==> src/rtl/rvfi_reorder_pkg.sv <==
// Shared types for the RVFI reorder buffer: the stored retirement entry
// and the modular window-distance helper.
package rvfi_reorder_pkg;

    localparam int unsigned XLEN_MAX  = 64;
    localparam int unsigned ORDER_MAX = 64;

    typedef struct packed {
        logic [31:0]           insn;
        logic                  trap;
        logic [XLEN_MAX-1:0]   pc_rdata;
        logic [XLEN_MAX-1:0]   pc_wdata;
        logic [ORDER_MAX-1:0]  order;
    } rvfi_entry_t;

    // Low ORDER_W bits of the result equal the ORDER_W-wide modular distance
    function automatic logic [ORDER_MAX-1:0] win_dist(
        input logic [ORDER_MAX-1:0] ord,
        input logic [ORDER_MAX-1:0] nxt
    );
        return ord - nxt;
    endfunction

endpackage

==> src/rtl/rvfi_reorder_mem.sv <==
// Slot storage for the reorder buffer: DEPTH entries with occupied bits,
// one write port, one read port and one clear port.
module rvfi_reorder_mem
    import rvfi_reorder_pkg::*;
#(
    parameter int unsigned DEPTH = 4,
    parameter int unsigned AW    = $clog2(DEPTH)
) (
    input  logic              clock,
    input  logic              reset,
    input  logic              we_i,
    input  logic [AW-1:0]     waddr_i,
    input  rvfi_entry_t       wdata_i,
    input  logic [AW-1:0]     raddr_i,
    output rvfi_entry_t       rdata_o,
    input  logic              clr_i,
    input  logic [AW-1:0]     caddr_i,
    output logic [DEPTH-1:0]  occ_o
);

    rvfi_entry_t       mem_q [DEPTH];
    logic [DEPTH-1:0]  occ_q, occ_d;

    always_comb begin
        occ_d = occ_q;
        if (clr_i) occ_d[caddr_i] = 1'b0;
        if (we_i)  occ_d[waddr_i] = 1'b1;
    end

    always_ff @(posedge clock) begin
        if (reset) occ_q <= '0;
        else       occ_q <= occ_d;
    end

    // Payload is never reset; only the occupied bits qualify it
    always_ff @(posedge clock) begin
        if (we_i) mem_q[waddr_i] <= wdata_i;
    end

    assign rdata_o = mem_q[raddr_i];
    assign occ_o   = occ_q;

endmodule

==> src/rtl/rvfi_reorder_buf.sv <==
// Reorders out-of-order RVFI retirements into sequence-number order.
// Define RISCV_FORMAL_REORDER_BYPASS_EN for a 0-latency in-order bypass.
module rvfi_reorder_buf
    import rvfi_reorder_pkg::*;
#(
    parameter int unsigned DEPTH   = 4,
    parameter int unsigned XLEN    = 32,
    parameter int unsigned ORDER_W = 64
) (
    input  logic               clock,
    input  logic               reset,
    input  logic               in_valid,
    input  logic [ORDER_W-1:0] in_order,
    input  logic [31:0]        in_insn,
    input  logic               in_trap,
    input  logic [XLEN-1:0]    in_pc_rdata,
    input  logic [XLEN-1:0]    in_pc_wdata,
    output logic               out_valid,
    output logic [ORDER_W-1:0] out_order,
    output logic [31:0]        out_insn,
    output logic               out_trap,
    output logic [XLEN-1:0]    out_pc_rdata,
    output logic [XLEN-1:0]    out_pc_wdata,
    output logic               error
);

    localparam int unsigned IW = $clog2(DEPTH);

    logic [ORDER_W-1:0]   next_q, next_d;
    logic                 err_q, err_d;
    logic [DEPTH-1:0]     occ;
    rvfi_entry_t          wr, rd, sel;
    logic [ORDER_MAX-1:0] dist_full;
    logic [IW-1:0]        wslot, rslot;
    logic                 in_win, accept, rel, bypass, wr_en;
    logic                 unused_bits;

    assign wr.insn     = in_insn;
    assign wr.trap     = in_trap;
    assign wr.pc_rdata = XLEN_MAX'(in_pc_rdata);
    assign wr.pc_wdata = XLEN_MAX'(in_pc_wdata);
    assign wr.order    = ORDER_MAX'(in_order);

    assign dist_full = win_dist(ORDER_MAX'(in_order), ORDER_MAX'(next_q));
    assign in_win    = dist_full[ORDER_W-1:0] < ORDER_W'(DEPTH);
    assign wslot     = in_order[IW-1:0];
    assign rslot     = next_q[IW-1:0];
    // An occupied target slot covers both duplicates and the full buffer
    assign accept    = in_valid && in_win && !occ[wslot];
    assign rel       = occ[rslot];

`ifdef RISCV_FORMAL_REORDER_BYPASS_EN
    assign bypass = in_valid && (in_order == next_q) && !occ[rslot];
    assign sel    = bypass ? wr : rd;
`else
    assign bypass = 1'b0;
    assign sel    = rd;
`endif

    assign wr_en = accept && !bypass;

    rvfi_reorder_mem #(
        .DEPTH (DEPTH),
        .AW    (IW)
    ) u_mem (
        .clock   (clock),
        .reset   (reset),
        .we_i    (wr_en),
        .waddr_i (wslot),
        .wdata_i (wr),
        .raddr_i (rslot),
        .rdata_o (rd),
        .clr_i   (rel),
        .caddr_i (rslot),
        .occ_o   (occ)
    );

    assign out_valid    = rel | bypass;
    assign out_order    = sel.order[ORDER_W-1:0];
    assign out_insn     = sel.insn;
    assign out_trap     = sel.trap;
    assign out_pc_rdata = sel.pc_rdata[XLEN-1:0];
    assign out_pc_wdata = sel.pc_wdata[XLEN-1:0];

    assign next_d = out_valid ? next_q + 1'b1 : next_q;
    assign err_d  = err_q | (in_valid & ~accept);

    always_ff @(posedge clock) begin
        if (reset) begin
            next_q <= '0;
            err_q  <= 1'b0;
        end else begin
            next_q <= next_d;
            err_q  <= err_d;
        end
    end

    assign error = err_q;

    assign unused_bits = ^{dist_full, sel.pc_rdata, sel.pc_wdata, sel.order};

endmodule

==> config.mk <==
export PLATFORM = sky130hd
export DESIGN_NAME = rvfi_reorder_buf
export DESIGN_NICKNAME = d
export VERILOG_FILES = /design/src/rtl/rvfi_reorder_pkg.sv /design/src/rtl/rvfi_reorder_mem.sv /design/src/rtl/rvfi_reorder_buf.sv
export SDC_FILE = /design/constraint.sdc
export NUM_CORES = 1
export LEC_CHECK = 0
export CAP_MARGIN = 40
export CORE_MARGIN = 2
export CORE_UTILIZATION = 45
export DETAILED_ROUTE_END_ITERATION = 16
export PLACE_DENSITY = 0.68
export REMOVE_ABC_BUFFERS = 1
export SYNTH_ARGS = -nofsm -noshare
export SYNTH_HDL_FRONTEND = slang
export SYNTH_SLANG_ARGS = --single-unit
==> constraint.sdc <==
create_clock -name clock -period 40.9 [get_ports clock]
set_input_delay 6.135 -clock clock [delete_from_list [all_inputs] [get_ports clock]]
set_output_delay 6.135 -clock clock [all_outputs]
set_load 0.005 [all_outputs]
==> flow_metrics.py, run 1 <==
metrics = {
    "yosys": {
        "ys_seq_area_share_pct": 65.0,
        "ys_warn_count": 0,
        "syn_inst": 2156,
        "ys_ff_latch": 715,
        "synth_flop_cell": "edfxtp_1",
        "async_flop_share_pct": 0,
        "synth_edf_count": 644,
        "synth.distinct_cells": 83,
        "synth_area_um2": 32000,
        "syn_avg_cell_area_um2": 14.8,
    },
    "clocking": {
        "clk_pin_slew_ns": 0.06,
        "cts_tree": "done",
        "clk_latency_ns": 0.62,
        "cts_resized": 0,
        "cts_buffer_depth": 3,
        "cts.sink_count": 715,
        "cts.htree.levels": 3,
        "cts_buffers": 74,
        "cts_root_buf": "clkbuf_16",
        "postCtsSetupRepairBufs": 0,
        "cts_hold_buf": 0,
    },
    "timing": {
        "fmax_mhz": 83.7,
        "setup_viol": 0,
        "period_share_pct": 29.2,
        "hold_viol_final": 0,
        "worst_pin_slew_ns": 0.929,
        "rsz0062_at_grt": "false",
        "relSlewSlack_pct": 36.4,
        "skew_ns": 0.0184,
        "drv_slew": 0,
        "setup_tns_ns": 0,
        "period_needed_ns": 11.94,
    },
    "worst_setup_path": {
        "cp_cell_sequence": "clkdlybuf4s50_1, ha_1, a21oi_1, o21ai_1, a21oi_1, o221ai_1, nor4_1, xnor2_1, nor4_1, nand4_1, nor4bb_1, nand4_1, nor3_2, buf_4, buf_4",
        "crit_buf_inv": 3,
        "worst-setup-path-type": "input pin to flop",
        "start_kind": "input pin",
        "crit_family": "simple AND/OR/NAND/NOR gates",
        "critPathMaxFanout": 55,
        "cpMaxStageDelayCell": "buf_4",
        "endpoint_kind": "flop",
        "slowest_delay_ns": 0.72,
        "crit_arrival_ns": 12.18,
        "crit_required_ns": 41.14,
    },
    "pwr": {
        "p_sw_share_pct": 21.6,
        "totalPowerFinal_mw": 1.55,
        "p_int_mw": 1.22,
        "power_frac_seq_pct": 51.3,
        "pwr-share-comb_pct": 5.8,
        "leakage_nw": 12.1,
        "power.density_nw_per_um2": 39.8,
        "clock_power_share_pct": 42.9,
        "netSwitchingPower_mw": 0.335,
        "vdd_drop_max_mv": 0.0269,
    },
    "finish": {
        "layout-drive-gt1-share_pct": 13.2,
        "diodes": 0,
        "nFillCells": 5653,
        "nets": 2736,
        "area_delta_synth_final_pct": 21.8,
    },
    "detailed_routing": {
        "drt-total-wl_mm": 85.1,
        "avgViaCountPerCell": 5.82,
        "first_pass_iters": 6,
        "drc": 0,
        "via_count": 20400,
        "drtAntennaViolNets": 0,
        "drt_iter0_drc": 1932,
        "wl_per_cell_um": 24.3,
    },
    "grt": {
        "grt_first_pass_wirelength_mm": 128,
        "grt_pass1_vias": 20700,
        "antenna_found_initial": 3,
        "grtUsageTotal_pct": 23.0,
        "grt_max_degree": 75,
        "grt-ovfl-total": 0,
    },
    "min_path": {
        "hold_path.class": "flop to flop",
    },
    "floorplanning": {
        "row_count": 97,
        "start_util_pct": 45.6,
        "ios": 327,
        "core_um2": 70100,
        "die_area_um2": 73200,
        "dieHeight_um": 270,
        "die_w_um": 270,
    },
    "placed_design": {
        "portBuffers": 326,
        "finalWeightedCongestion": 0.981,
        "dp_hpwl_mm": 60.8,
    },
    "outcome": {
        "outcome": "complete, no violations",
    },
    "run": {
        "drv_cap": 0,
    },
}
power groups by stage:
stage / Sequential [mW] / Combinational, mW / Clock, mW
floorplan: 0.811 / 0.0423 / 0
global placement: 0.810 / 0.0874 / 0
detailed placement: 0.810 / 0.0883 / 0
CTS: 0.795 / 0.0888 / 0.682
global route: 0.794 / 0.0965 / 0.711
finish: 0.795 / 0.0900 / 0.666
flip-flops by register name, indices dropped and copies added, names as in the netlist, named ones only:
signal       cells
u_mem.mem_q    644
next_q          64
u_mem.occ_o      4
error            1
cell type report:
type / count / area (µm²) / area share, %
Clock buffer: 90 / 1940 / 4.99
Clock inverter: 45 / 489 / 1.26
Inverter: 76 / 285 / 0.733
Multi-Input combinational cell: 1275 / 10600 / 27.1
Sequential cell: 715 / 20800 / 53.4
Tap cell: 940 / 1180 / 3.02
Timing Repair Buffer: 364 / 3700 / 9.50
cell usage after synthesis (all sizes together) (5+ instances only):
library cell    n  area [µm²]
o31ai           8        60.1
nand2         145         544
o211ai          7        52.6
nor2          171         642
or3            19         119
o22ai           7        43.8
nor2b           9        56.3
nand3          40         200
or4             6        45.0
nor4           37         238
and3            9        56.3
buf            30         145
clkbuf         60         225
or4b            5        53.8
a21oi         121         643
xnor2          65         569
o21bai          9        67.6
nor3           64         320
mux4          163        3670
edfxtp        644       19300
mux2i          13         130
o21ai          85         425
a31oi           9        56.3
dfxtp          71        1420
a221oi          6        52.6
inv            76         285
a21o           14         105
ha             66         826
nand4          54         338
nand2b          8        57.6
a2111oi         7        80.1
a211oi         14         105
o32ai           5        43.8
o21a           14         105
xor2           16         140
metrics by stage:
step / std cells / hold WS (ns) / area, µm² / util, % / setup slack (ns)
global route: 3505 / 0.533 / 38900 / 55.5 / 28.50
finish: 3505 / 0.490 / 38900 / 55.5 / 28.96
floorplan: 2066 / 0.452 / 31600 / - / 15.77
global placement: 3357 / 0.466 / 36200 / 51.7 / 27.73
detailed placement: 3370 / 0.480 / 36500 / 52.0 / 28.45
CTS: 3505 / 0.489 / 38900 / 55.5 / 29.08
logic make-up (layout without fill, tap and decap cells):
| logic type | after synthesis | in the layout | share of synthesized area (%) |
|---|---|---|---|
| flip-flops | 715 | 715 | 65.0 |
| AND/OR/NAND/NOR | 601 | 601 | 9.23 |
| AO/OA/AOI/OAI | 349 | 349 | 6.99 |
| multiplexers | 178 | 178 | 12.0 |
| buffers and inverters | 166 | 575 | 2.05 |
| XOR/XNOR | 81 | 81 | 2.22 |
| adder cells (fa/ha/maj) | 66 | 66 | 2.58 |
layer usage:
layer	global-route usage, %	part of all wire, %	up-vias	routed length [µm]
met1	32.0	43	10400	36900
met4	6.14	2.1	6	1800
met5	0	0.042	-	36
li1	-	-	9228	-
met3	3.29	5.7	109	4850
met2	38.3	49	684	41500
worst reg2reg max path: stages, from the launching register on:
cell and delay (ns):
dfxtp_1 0.31, inv_1 0.10, ha_1 0.49, a21oi_1 0.32
o21ai_1 0.33, a21oi_1 0.51, o221ai_1 0.17, nor4_1 0.66
xnor2_1 0.14, nor4_1 0.32, nand4_1 0.14, nor4bb_1 0.35
nand4_1 0.33, nor3_2 0.33, buf_4 0.52, buf_4 0.73
worst paths after layout:
kind / from / end / slack [ns] / cells past startpoint
worst max-delay path: in_order[25] / u_mem.mem_q[3][139]$_DFFE_PP_ / 28.96 / 15
worst max register to register: next_q[25]$_SDFFE_PP0P_ / u_mem.mem_q[3][139]$_DFFE_PP_ / 34.64 / 15
worst min register to register: next_q[58]$_SDFFE_PP0P_ / next_q[58]$_SDFFE_PP0P_ / 0.49 / 2
worst min-delay path: next_q[58]$_SDFFE_PP0P_ / next_q[58]$_SDFFE_PP0P_ / 0.49 / 2
layout by cell type (no fill, tap or decap), types with 69 or more instances in the layout:
cell type          n
edfxtp_1         644
clkdlybuf4s50_1  325
nor2_1           171
mux4_2           163
nand2_1          145
a21oi_1          117
o21ai_0           83
inv_1             76
clkbuf_16         75
dfxtp_1           69
Power figures use the tool's default switching activity.
==> inputs of run 2 (changes only) <==
--- a/config.mk
+++ b/config.mk
@@ -9,7 +9,7 @@
 export CORE_MARGIN = 2
 export CORE_UTILIZATION = 45
 export DETAILED_ROUTE_END_ITERATION = 16
-export PLACE_DENSITY = 0.68
+export PLACE_DENSITY = 0.7
 export REMOVE_ABC_BUFFERS = 1
 export SYNTH_ARGS = -nofsm -noshare
 export SYNTH_HDL_FRONTEND = slang
==> constraint.sdc (replaced) <==
create_clock -name clock -period 10.34 [get_ports clock]
set_input_delay 1.551 -clock clock [delete_from_list [all_inputs] [get_ports clock]]
set_output_delay 1.551 -clock clock [all_outputs]
set_load 0.005 [all_outputs]
==> run 2 against run 1 <==
  * Via count increased by 0.61%
  * First-iteration DRC count increased by 0.36%
  * Combinational power rose to 4.0 times the previous value
  * Hold slack better by 0.0041 ns
  * Cell area fell by 0.13%
  * Critical endpoint is now u_mem.mem_q[3][83]$_DFFE_PP_
  * Largest cell class unchanged
==> flow_metrics.py, run 2 (same netlist as run 1, synthesis figures left out) <==
metrics = {
    "placed_design": {
        "finalWeightedCongestion": 0.979,
        "portBuffers": 326,
        "place_inst": 3364,
        "dp_hpwl_mm": 59.3,
    },
    "finish": {
        "final_cell_mix": "edfxtp_1, clkdlybuf4s50_1, nor2_1",
        "final_common_cell": "edfxtp_1",
        "layout-drive-gt1-share_pct": 13.1,
        "fin_cells": 3499,
        "top_register": "u_mem.mem_q",
        "nFillCells": 5549,
        "regArea_um2": 20800,
        "nets": 2729,
        "largest_reg_flops": 644,
        "multi_input_area_um2": 10600,
        "area_delta_synth_final_pct": 21.6,
    },
    "timing": {
        "relSlewSlack_pct": 9.65,
        "fmax_mhz": 135,
        "worst_pin_slew_ns": 1.36,
        "hold_viol_final": 0,
        "period_needed_ns": 7.42,
        "setup_viol": 0,
        "fin_hold_ws_ns": 0.494,
        "skew_ns": 0.0274,
        "rsz0062_at_grt": "false",
        "period_share_pct": 71.7,
        "drv_slew": 0,
    },
    "floorplanning": {
        "row_count": 97,
        "dieHeight_um": 270,
        "core_um2": 70100,
        "start_util_pct": 45.6,
        "die_area_um2": 73200,
        "ios": 327,
        "die_w_um": 270,
    },
    "pwr": {
        "leakage_nw": 12.0,
        "netSwitchingPower_mw": 1.33,
        "pwr-share-comb_pct": 5.9,
        "clock_power_share_pct": 42.8,
        "power.density_nw_per_um2": 158,
        "totalPowerFinal_mw": 6.13,
        "p_int_mw": 4.80,
        "power_frac_seq_pct": 51.3,
        "vdd_drop_max_mv": 0.123,
        "p_sw_share_pct": 21.7,
    },
    "run": {
        "drv_cap": 0,
    },
    "clocking": {
        "cts.htree.levels": 3,
        "cts_tree": "done",
        "cts_resized": 0,
        "postCtsSetupRepairBufs": 0,
        "cts_buffer_depth": 3,
        "cts_root_buf": "clkbuf_16",
        "cts_hold_buf": 0,
        "clk_latency_ns": 0.63,
        "cts.sink_count": 715,
        "clk_pin_slew_ns": 0.06,
        "cts_buffers": 73,
    },
    "worst_setup_path": {
        "critPathLaunch": "in_order[25]",
        "rr_startpoint": "next_q[25]$_SDFFE_PP0P_",
        "critPathMaxFanout": 120,
        "start_kind": "input pin",
        "crit_required_ns": 10.56,
        "worstSetupEndpoint": "u_mem.mem_q[3][83]$_DFFE_PP_",
        "worst-setup-path-type": "input pin to flop",
        "endpoint_kind": "flop",
        "regToRegSetupSlack_ns": 4.01,
        "r2r.worst_path.cells": 15,
        "worst_r2r_endpoint": "u_mem.mem_q[3][83]$_DFFE_PP_",
        "crit_arrival_ns": 7.63,
    },
    "min_path": {
        "hold_path.class": "flop to flop",
    },
    "detailed_routing": {
        "first_pass_iters": 8,
        "drtAntennaViolNets": 0,
        "via_count": 20500,
        "drt-total-wl_mm": 84.8,
        "wl_per_cell_um": 24.2,
        "avgViaCountPerCell": 5.86,
        "drc": 0,
        "drt_iter0_drc": 1939,
    },
    "grt": {
        "antenna_found_initial": 4,
        "grt_pass1_vias": 20600,
        "grt_max_degree": 121,
        "grt_first_pass_wirelength_mm": 128,
        "grt-ovfl-total": 0,
        "grtUsageTotal_pct": 23.0,
    },
    "outcome": {
        "outcome": "complete, no violations",
    },
}
run 2: changes by cell type in the layout (fill, tap and decap cells not counted), moves of 2 or more:
cell,previous run,this run
clkdlybuf4s15_2,1,3
buf_12,2,5
buf_16,6,4
clkbuf_16,75,73
clkbuf_1,14,16
clkinv_1,15,7
clkbuf_8,1,3
inv_6,3,1
buf_1,0,2
diode_2,0,2
buf_4,26,14
clkinv_2,11,14
run 2: power by group through the flow:
stage	sequential (mW)	clock [mW]	combinational [mW]
floorplan	3.21	0	0.167
global placement	3.21	0	0.347
detailed placement	3.21	0	0.351
CTS	3.14	2.70	0.353
global route	3.14	2.81	0.386
finish	3.14	2.62	0.359
run 2: stage by stage:
| stage | TNS [ns] | util, % | area, µm² | setup slack, ns |
|---|---|---|---|---|
| after floorplan | -4395.42 | - | 31600 | -10.20 |
| final | 0 | 55.4 | 38900 | 2.92 |
| after global routing | 0 | 55.4 | 38900 | 2.58 |
| after global placement | 0 | 51.7 | 36200 | 2.45 |
| after CTS | 0 | 55.4 | 38900 | 3.07 |
| after detailed placement | 0 | 52.0 | 36400 | 2.39 |
run 2: layer usage:
| metal | up-vias | global-route usage (%) | part of all wire, % |
|---|---|---|---|
| met5 | - | 0 | 0.029 |
| met4 | 4 | 6.38 | 2.2 |
| met3 | 109 | 4.24 | 6.6 |
| met2 | 714 | 37.7 | 48 |
| met1 | 10500 | 31.5 | 43 |
| li1 | 9217 | - | - |
run 2: final cells by class:
class,count,area share [%]
sequential,715,53.4
multi-input combinational,1275,27.2
timing repair buffer,358,9.40
clock buffer,92,4.96
tap,940,3.03
clock inverter,41,1.27
inverter,76,0.734
antenna,2,0.0129
run 2: critical path, cell delays in order:
cell and delay, ns:
clkdlybuf4s50_1 0.51, ha_1 0.53, a21oi_1 0.36, o21ai_1 0.25, buf_4 0.23, a21oi_1 0.54, o221ai_1 0.20, nor4_1 0.74
xnor2_1 0.13, nor4_1 0.32, nand4_1 0.15, nor4bb_1 0.46, nand4_1 0.35, nor3_2 0.36, buf_12 0.32
run 2: worst min path at each step:
stage                                          to               startpoint  slack [ns]  cells after the start
after global routing      next_q[34]$_SDFFE_PP0P_  next_q[34]$_SDFFE_PP0P_        0.53                      2
after global placement    next_q[34]$_SDFFE_PP0P_  next_q[34]$_SDFFE_PP0P_        0.47                      2
after CTS                 next_q[58]$_SDFFE_PP0P_  next_q[58]$_SDFFE_PP0P_        0.49                      2
after floorplan           next_q[29]$_SDFFE_PP0P_  next_q[29]$_SDFFE_PP0P_        0.45                      2
final                     next_q[58]$_SDFFE_PP0P_  next_q[58]$_SDFFE_PP0P_        0.49                      2
after detailed placement  next_q[58]$_SDFFE_PP0P_  next_q[58]$_SDFFE_PP0P_        0.48                      2
==> inputs of run 3 (changes only) <==
==> constraint.sdc (replaced) <==
create_clock -name clock -period 6.4 [get_ports clock]
set_input_delay 0.96 -clock clock [delete_from_list [all_inputs] [get_ports clock]]
set_output_delay 0.96 -clock clock [all_outputs]
set_load 0.005 [all_outputs]
==> run 3 against run 2 <==
  * Die area unchanged
  * Register-to-register slack lost 3.1 ns
  * Hold slack got worse by 0.0070 ns
  * Critical endpoint is now u_mem.mem_q[0][11]$_DFFE_PP_
  * Largest cell class unchanged
==> flow_metrics.py, run 3 (same netlist as run 1, synthesis figures left out) <==
metrics = {
    "worst_setup_path": {
        "worst-path-stages": 18,
        "cp_cell_sequence": "clkdlybuf4s50_1, ha_1, nand2_1, nor4_1, and3_1, nand3_1, o21ai_0, buf_4, o221ai_1, o21ai_0, buf_4, nand4_1, and4b_1, nand4_1, buf_4, nor4_2, buf_4, buf_12",
        "r2r.worst_path.cells": 18,
        "slowest_delay_ns": 0.64,
        "start_kind": "input pin",
        "endpoint_kind": "flop",
        "crit_top_cell": "buf_4",
        "cpMaxStageDelayCell": "nor4_1",
        "critPathMaxFanout": 39,
        "worst-setup-path-type": "input pin to flop",
        "crit_arrival_ns": 6.24,
        "crit_family": "simple AND/OR/NAND/NOR gates",
        "crit_buf_inv": 6,
        "crit_required_ns": 6.70,
        "critPathLaunch": "in_order[36]",
        "rr_startpoint": "next_q[36]$_SDFFE_PP0P_",
    },
    "grt": {
        "grt_pass1_vias": 21400,
        "grtUsageTotal_pct": 23.8,
        "antenna_found_initial": 1,
        "grt_first_pass_wirelength_mm": 133,
        "grt-ovfl-total": 0,
        "grt_max_degree": 82,
    },
    "timing": {
        "fmax_mhz": 168,
        "period_share_pct": 92.8,
        "setup_viol": 0,
        "drv_slew": 0,
        "worst_pin_slew_ns": 0.876,
        "fin_ws_ns": 0.463,
        "rsz0062_at_grt": "false",
        "skew_ns": 0.0297,
        "setup_tns_ns": 0,
        "relSlewSlack_pct": 41.1,
        "fin_hold_ws_ns": 0.487,
        "hold_viol_final": 0,
        "period_needed_ns": 5.94,
    },
    "min_path": {
        "min-delay-start": "next_q[34]$_SDFFE_PP0P_",
        "hold_path.class": "flop to flop",
        "hold_path_depth": 2,
    },
    "finish": {
        "largest_reg_flops": 644,
        "regArea_um2": 20800,
        "final_area_um2": 40100,
        "multi_input_area_um2": 10600,
        "nets": 2846,
        "top_register": "u_mem.mem_q",
        "final_cell_mix": "edfxtp_1, clkdlybuf4s50_1, nor2_1",
        "nFillCells": 5542,
        "final_common_cell": "edfxtp_1",
        "layout-drive-gt1-share_pct": 17.0,
        "final_util_pct": 57.1,
        "area_delta_synth_final_pct": 25.4,
    },
    "clocking": {
        "cts.htree.levels": 3,
        "cts_buffers": 74,
        "postCtsSetupRepairBufs": 0,
        "clk_pin_slew_ns": 0.06,
        "cts_hold_buf": 0,
        "cts_tree": "done",
        "clk_latency_ns": 0.63,
        "cts.sink_count": 715,
        "cts_buffer_depth": 3,
        "cts_resized": 0,
        "cts_root_buf": "clkbuf_16",
    },
    "detailed_routing": {
        "via_count": 21100,
        "drt_iter0_drc": 2079,
        "drc": 0,
        "drtAntennaViolNets": 0,
        "drt-total-wl_mm": 87.9,
        "avgViaCountPerCell": 5.82,
        "first_pass_iters": 6,
        "wl_per_cell_um": 24.3,
    },
    "pwr": {
        "pwr-share-comb_pct": 6.1,
        "power_frac_seq_pct": 49.9,
        "clock_power_share_pct": 44.0,
        "power.density_nw_per_um2": 254,
        "vdd_drop_max_mv": 0.205,
        "netSwitchingPower_mw": 2.16,
        "p_sw_share_pct": 21.2,
        "p_int_mw": 8.03,
        "leakage_nw": 12.7,
    },
    "run": {
        "drv_cap": 0,
    },
    "floorplanning": {
        "die_w_um": 270,
        "row_count": 97,
        "dieHeight_um": 270,
        "ios": 327,
        "die_area_um2": 73200,
        "start_util_pct": 45.6,
        "core_um2": 70100,
    },
    "placed_design": {
        "dp_hpwl_mm": 64.4,
        "portBuffers": 326,
        "place_area_um2": 37500,
        "place_ws_ns": -0.174,
        "finalWeightedCongestion": 0.954,
    },
    "outcome": {
        "outcome": "complete, no violations",
    },
}
run 3: power groups by stage:
| stage | Sequential, mW | Combinational [mW] | Clock, mW |
|---|---|---|---|
| 6_report | 5.08 | 0.626 | 4.48 |
| 5_1_grt | 5.08 | 0.672 | 4.76 |
| 4_1_cts | 5.08 | 0.617 | 4.59 |
| 3_5_place_dp | 5.18 | 0.613 | 0 |
| 3_3_place_gp | 5.18 | 0.609 | 0 |
| 2_1_floorplan | 5.18 | 0.271 | 0 |
run 3: final cells by class:
cell class                 count  area share (%)
antenna                        3          0.0187
clock buffer                  96            5.06
clock inverter                40            1.31
inverter                      76           0.712
multi-input combinational   1275            26.4
sequential                   715            51.8
tap                          940            2.93
timing repair buffer         474            11.8
run 3: path summary, 6_finish.rpt:
path | end | slack [ns]
worst max-delay path | u_mem.mem_q[0][11]$_DFFE_PP_ | 0.46
worst min-delay path | next_q[34]$_SDFFE_PP0P_ | 0.49
worst max register to register | u_mem.mem_q[0][11]$_DFFE_PP_ | 0.96
worst min register to register | next_q[34]$_SDFFE_PP0P_ | 0.49
run 3: worst min-delay path, delay by kind of cell (launching register included):
kind           cells  cell delay [ns]
AO/OA/AOI/OAI      2             0.13
flip-flops         1             0.31
run 3: routing by layer:
layer | vias to the layer above | wire (µm) | share of wire (%) | track usage (%)
met1 | 10800 | 38500 | 44 | 33.7
met3 | 101 | 5350 | 6.1 | 3.91
met4 | 0 | 1590 | 1.8 | 5.61
met5 | - | 0 | 0 | 0
li1 | 9461 | - | - | -
met2 | 733 | 42400 | 48 | 38.8
run 3: per-stage QoR:
| stage | instances | power, mW |
|---|---|---|
| after global placement | 3477 | 5.79 |
| after floorplan | 2066 | 5.45 |
| after global routing | 3616 | 10.5 |
| final | 3619 | 10.2 |
| after detailed placement | 3480 | 5.79 |
| after CTS | 3616 | 10.3 |
